### src/rtl/uart_tx_top.sv
// Transmit-side UART: byte FIFO feeding an 8N1-style serializer.
// The baud generator is external and shared, so b_en requests it only
// while a frame is in flight. b_clk pulses are counted B_TICK per bit.
module uart_tx_top #(
    parameter int D_W    = 8,
    parameter int B_TICK = 16,
    parameter int DEPTH  = 64
) (
    input  logic                     clk,
    input  logic                     rst,
    input  logic                     b_clk,
    output logic                     b_en,
    input  logic                     wr_en,
    input  logic [D_W-1:0]           data_in,
    output logic                     ff_full,
    output logic                     ff_empty,
    output logic [$clog2(DEPTH):0]   ff_count,
    output logic                     wr_ovf,
    output logic                     tx_data,
    output logic                     tx_busy,
    output logic                     tx_done
);
    localparam int AW = $clog2(DEPTH);
    localparam int TW = (B_TICK > 1) ? $clog2(B_TICK) : 1;
    localparam int BW = (D_W > 1) ? $clog2(D_W) : 1;

    localparam logic [2:0] S_IDLE  = 3'd0;
    localparam logic [2:0] S_LOAD  = 3'd1;
    localparam logic [2:0] S_START = 3'd2;
    localparam logic [2:0] S_DATA  = 3'd3;
    localparam logic [2:0] S_STOP  = 3'd4;

    logic [D_W-1:0] mem [DEPTH];
    logic [AW-1:0]  wr_ptr_q, rd_ptr_q;
    logic [AW:0]    count_q, count_d;
    logic           full_q, empty_q, ovf_q;
    logic [D_W-1:0] rd_data_q;

    logic [2:0]     state_q, state_d;
    logic [TW-1:0]  tick_q, tick_d;
    logic [BW-1:0]  bit_q, bit_d;
    logic [D_W-1:0] shreg_q, shreg_d;

    logic push, pop, tick_last;

    // Last baud tick of the current bit period.
    assign tick_last = b_clk && (tick_q == TW'(B_TICK - 1));
    // Writes are judged on the registered full flag: a same-cycle pop never makes room.
    assign push = wr_en && !full_q;
    assign pop  = !empty_q && ((state_q == S_IDLE) || ((state_q == S_STOP) && tick_last));

    // Occupancy next-state: simultaneous push and pop leave the count unchanged.
    always_comb begin
        count_d = count_q;
        case ({push, pop})
            2'b10:   count_d = count_q + 1'b1;
            2'b01:   count_d = count_q - 1'b1;
            default: count_d = count_q;
        endcase
    end

    // FIFO control: pointers, occupancy, flags registered from the next count.
    always_ff @(posedge clk or negedge rst) begin
        if (!rst) begin
            wr_ptr_q <= '0;
            rd_ptr_q <= '0;
            count_q  <= '0;
            full_q   <= 1'b0;
            empty_q  <= 1'b1;
            ovf_q    <= 1'b0;
        end else begin
            if (push) wr_ptr_q <= wr_ptr_q + 1'b1;
            if (pop)  rd_ptr_q <= rd_ptr_q + 1'b1;
            count_q <= count_d;
            full_q  <= (count_d == (AW+1)'(DEPTH));
            empty_q <= (count_d == '0);
            ovf_q   <= wr_en && full_q;
        end
    end

    // FIFO storage and registered read port; the popped word is valid in LOAD.
    always_ff @(posedge clk) begin
        if (push) mem[wr_ptr_q] <= data_in;
        if (pop)  rd_data_q     <= mem[rd_ptr_q];
    end

    // Serializer next-state: tick/bit counting and LSB-first shifting.
    always_comb begin
        state_d = state_q;
        tick_d  = tick_q;
        bit_d   = bit_q;
        shreg_d = shreg_q;
        case (state_q)
            S_IDLE: begin
                if (pop) state_d = S_LOAD;
            end
            S_LOAD: begin
                shreg_d = rd_data_q;
                tick_d  = '0;
                state_d = S_START;
            end
            S_START: begin
                if (tick_last) begin
                    tick_d  = '0;
                    bit_d   = '0;
                    state_d = S_DATA;
                end else if (b_clk) begin
                    tick_d = tick_q + 1'b1;
                end
            end
            S_DATA: begin
                if (tick_last) begin
                    tick_d  = '0;
                    shreg_d = shreg_q >> 1;
                    if (bit_q == BW'(D_W - 1)) state_d = S_STOP;
                    else                       bit_d   = bit_q + 1'b1;
                end else if (b_clk) begin
                    tick_d = tick_q + 1'b1;
                end
            end
            S_STOP: begin
                if (tick_last) begin
                    tick_d  = '0;
                    state_d = pop ? S_LOAD : S_IDLE;
                end else if (b_clk) begin
                    tick_d = tick_q + 1'b1;
                end
            end
            default: state_d = S_IDLE;
        endcase
    end

    // Serializer control state; reset aborts any frame in flight.
    always_ff @(posedge clk or negedge rst) begin
        if (!rst) begin
            state_q <= S_IDLE;
            tick_q  <= '0;
            bit_q   <= '0;
        end else begin
            state_q <= state_d;
            tick_q  <= tick_d;
            bit_q   <= bit_d;
        end
    end

    // Shift register holds payload only, so it carries no reset.
    always_ff @(posedge clk) begin
        shreg_q <= shreg_d;
    end

    // Line and status decode straight from state so reset forces the line high at once.
    assign tx_data  = (state_q == S_START) ? 1'b0 :
                      (state_q == S_DATA)  ? shreg_q[0] : 1'b1;
    assign tx_busy  = (state_q != S_IDLE);
    assign b_en     = (state_q != S_IDLE);
    assign tx_done  = (state_q == S_STOP) && tick_last;
    assign ff_full  = full_q;
    assign ff_empty = empty_q;
    assign ff_count = count_q;
    assign wr_ovf   = ovf_q;
endmodule

### config.mk
export PLATFORM = sky130hd
export DESIGN_NAME = uart_tx_top
export DESIGN_NICKNAME = d
export VERILOG_FILES = /design/src/rtl/uart_tx_top.sv
export SDC_FILE = /design/constraint.sdc
export NUM_CORES = 1
export LEC_CHECK = 0
export CORE_MARGIN = 1.5
export CORE_UTILIZATION = 65
export CTS_BUF_LIST = sky130_fd_sc_hd__clkbuf_16
export CTS_CLUSTER_SIZE = 12
export DETAILED_ROUTE_END_ITERATION = 7
export PLACE_DENSITY = 0.82
export SLEW_MARGIN = 20
export SYNTH_ARGS = -nofsm -noshare
export SYNTH_HDL_FRONTEND = slang
export SYNTH_SLANG_ARGS = --single-unit
### constraint.sdc
create_clock -name clk -period 10.8 [get_ports clk]
set_clock_uncertainty 0.2 [all_clocks]
set_input_delay 2.7 -clock clk [delete_from_list [all_inputs] [get_ports clk]]
set_output_delay 2.7 -clock clk [all_outputs]
set_load 0.1 [all_outputs]
==> run_results.csv <==
group,metric,value,unit
power,p_per_area,234.0,nW/um^2
cts,root_buffer,"sky130_fd_sc_hd__clkbuf_16",
synthesis,async_reset_ff_frac,0.05714,
timing,final_max_slew_viol_count,0,
power,power.combinational.fraction,0.237,
cts,cts_made_buffers,55,
synthesis,netlist.top_cell.by_area,"sky130_fd_sc_hd__edfxtp_1",
hold_path,hold_depth,2,
job,cap_violations,0,
synthesis,ys_seq_area_frac,0.7421,
drt,dr.first_iter.drc_count,1309,
synthesis,netlist.area_leader.share,0.7064,
cts,hold_buffers,0,
synthesis,synthesis.nets,1201,
cts,clkSinkCount,560,
hold_path,hold_path_startpoint,"bit_q[1]",
layout,fin_util,0.7254,
synthesis,synth-xor-area-share,0.004683,
power,pwr-share-clk,0.302,
die,rows,67,
cts,clock_tree_from_tritoncts,"built",
synthesis,post_synth_and_or_nand_nor_area_fraction,0.03880,
drt,drt.antenna.violating_nets,0,
power,worst_ir_drop_vdd,0.1586,mV
synthesis,synth_edf_count,528,
global_route,globalRouteOverflowTotal,0,
drt,routed_via_density,6.872,
layout,regArea,16670,um^2
power,switching_share,0.2984,
cts,clkSlewWorstSetupHoldPaths,0.06,ns
cts,clock_tree.htree_level_count,2,
setup_path,worstSetupStartpointType,"primary input",
die,top_level_ports,26,
power,internal-power,4.024,mW
timing,tns,0,ns
placed_design,placement.cell_area,22880,um^2
timing,hold_violation_total_from_the_final_report,0,
cts,clk-insertion-delay-late,0.59,ns
cts,post-cts-setup-buffer-count,0,
synthesis,dominant_register_cell_in_the_synthesized_netlist,"sky130_fd_sc_hd__edfxtp_1",
setup_path,setup_crit_end_kind,"output pin",
setup_path,worst-endpoint-arrival,5.05,ns
power,leakage,7.958,nW
setup_path,path_max_fanout,10,
hold_path,timing.hold.worst_endpoint,"bit_q[1]",
layout,final_cell_area,24510,um^2
drt,via_count,11590,
timing,worst_slew_pin_slew,0.9665,ns
placed_design,post-dp-hpwl,27.63,mm
die,fp.dieArea,35650,um^2
die,die_height,188.8,um
layout,num-fill-cells,1830,
power,net-switching-power,1.712,mW
layout,final_common_cell,"sky130_fd_sc_hd__edfxtp_1",
synthesis,synth.area.mux_share,0.1447,
timing,part_of_the_cycle_the_worst_path_needs,0.7363,
layout,multiInputGateArea,5343,um^2
synthesis,largest_family_of_logic_cells_by_synthesized_area,"multiplexers",
power,seq_power_share,0.461,
timing,report.final.setup_viol,0,
setup_path,rr_endpoint,"rd_data_q[0]",
die,placeableCoreArea,33780,um^2
synthesis,ys_top_cells_by_area,"sky130_fd_sc_hd__edfxtp_1, sky130_fd_sc_hd__mux4_2, sky130_fd_sc_hd__mux2i_1",
timing,setup_repair_after_global_routing_missed_its_margin,"no",
timing,max_freq,125.8,MHz
global_route,gr-usage-all-layers,0.2803,
hold_path,min-delay-path-class,"flop to flop",
layout,drive_above_1_share,0.1609,
synthesis,synth_fa_ha_area_frac,0.007024,
timing,max-slew-margin-rel,0.3537,
setup_path,reg2reg_setup_slack,6.16,ns
global_route,wire_length_of_the_first_global_routing_pass,72.76,mm
cts,postCtsResizedCells,0,
drt,post_drt_wl_per_cell,28.99,um
global_route,grt_max_degree,65,
synthesis,post_synth_num_cell_types,64,
synthesis,netlist_area,22450,um^2
synthesis,postSynthAreaPerCell,19.07,um^2
timing,post-route-min-period,7.952,ns
die,start_util,0.6644,
synthesis,yosys_register_bits,560,
drt,detail_route.wirelength,48.88,mm
setup_path,number_of_cell_instances_on_the_worst_register_to_register_path,6,
synthesis,post_synthesis_cell_count,1177,
setup_path,timing.rr.start,"rd_ptr_q[0]",
global_route,antenna_found_initial,1,
layout,layout.cells.most_common_list,"sky130_fd_sc_hd__edfxtp_1, sky130_fd_sc_hd__mux4_2, sky130_fd_sc_hd__mux2i_1",
placed_design,placement.io_buffers,25,
synthesis,synth_compound_area_frac,0.04242,
setup_path,crit_required,7.90,ns
drt,drt_pass1_iterations,7,
cts,cts_buffer_depth,3,
placed_design,place_congestion,0.8710,
global_route,number_of_global_route_vias_before_repair,11800,
layout,synthToLayoutAreaGrowth,9.187,%
synthesis,yosys_warnings,0,
layout,final_nets,1226,
drt,drc_errors,0,
die,die_width,188.8,um
setup_path,setup.worst_path.class,"primary input to output pin",
outcome,run_status,"completed",
state kept, by name, indices dropped and copies added, names as in the netlist, 3 cells and up:
| signal | flops |
|---|---|
| bit_q | 3 |
| ff_count | 7 |
| mem | 512 |
| rd_data_q | 8 |
| rd_ptr_q | 6 |
| shreg_q | 8 |
| state_q | 3 |
| tick_q | 4 |
| wr_ptr_q | 6 |
power groups by stage:
stage	clock (mW)	sequential, mW	combinational (mW)
finish	1.73	2.64	1.36
global route	1.83	2.65	1.43
global placement	0	2.67	1.30
CTS	1.74	2.64	1.35
detailed placement	0	2.68	1.33
floorplan	0	2.67	1.01
stage by stage:
| step | hold slack [ns] | power, mW | setup WS [ns] | cells |
|---|---|---|---|---|
| floorplan | 0.2526 | 3.681 | 3.485 | 1177 |
| global placement | 0.2694 | 3.975 | 2.939 | 1593 |
| detailed placement | 0.2831 | 4.018 | 2.860 | 1593 |
| CTS | 0.2975 | 5.738 | 2.853 | 1685 |
| global route | 0.3232 | 5.917 | 2.702 | 1685 |
| finish | 0.2961 | 5.735 | 2.848 | 1686 |
how the worst max path moves through the flow:
stage,startpoint,end,slack [ns],cells after the start
floorplan,b_clk,tx_done,3.48,3
global placement,b_clk,tx_done,2.94,4
detailed placement,b_clk,tx_done,2.86,4
CTS,b_clk,tx_done,2.85,4
global route,b_clk,tx_done,2.70,4
finish,b_clk,tx_done,2.85,4
area by class of cell:
cell class                      instances  share of cell area
Sequential cell                       560              0.6800
Clock buffer                           56             0.05718
Timing Repair Buffer                   34             0.01195
Antenna cell                            1           0.0001021
Clock inverter                         36            0.008475
Multi-Input combinational cell        542              0.2180
Tap cell                              448             0.02287
Inverter                                9            0.001378
cells by family (layout without fill, tap and decap cells):
kind of cell	Yosys count	count (layout)
adder cells (fa/ha/maj)	12	12
buffers and inverters	75	135
other	0	1
AO/OA/AOI/OAI	133	133
flip-flops	560	560
AND/OR/NAND/NOR	183	183
multiplexers	202	202
XOR/XNOR	12	12
cell usage after synthesis (11+ instances only):
cell                       count
sky130_fd_sc_hd__mux4_2       97
sky130_fd_sc_hd__buf_6        11
sky130_fd_sc_hd__a211oi_1     31
sky130_fd_sc_hd__buf_2        18
sky130_fd_sc_hd__nor2_1       78
sky130_fd_sc_hd__nand2_1      36
sky130_fd_sc_hd__clkbuf_1     20
sky130_fd_sc_hd__mux2i_1      96
sky130_fd_sc_hd__edfxtp_1    528
sky130_fd_sc_hd__o21ai_0      14
sky130_fd_sc_hd__a22oi_1      14
sky130_fd_sc_hd__o22ai_1      29
sky130_fd_sc_hd__buf_4        12
sky130_fd_sc_hd__ha_1         11
sky130_fd_sc_hd__dfrtp_1      31
layer usage:
metal / GRT usage / wire [um] / part of all wire / up-vias
li1: - / - / - / 4835
met1: 0.3728 / 17770 / 0.36 / 5876
met2: 0.4511 / 23850 / 0.49 / 711
met3: 0.06184 / 4758 / 0.097 / 163
met4: 0.1270 / 2487 / 0.051 / 2
met5: 0 / 11 / 0.00023 / -
critical path, cell delays in order:
cell and delay (ns):
sky130_fd_sc_hd__clkdlybuf4s50_1 0.68, sky130_fd_sc_hd__nand4_1 0.35, sky130_fd_sc_hd__nor2_1 0.18, sky130_fd_sc_hd__clkdlybuf4s50_1 1.14
Power figures use the tool's default switching activity.
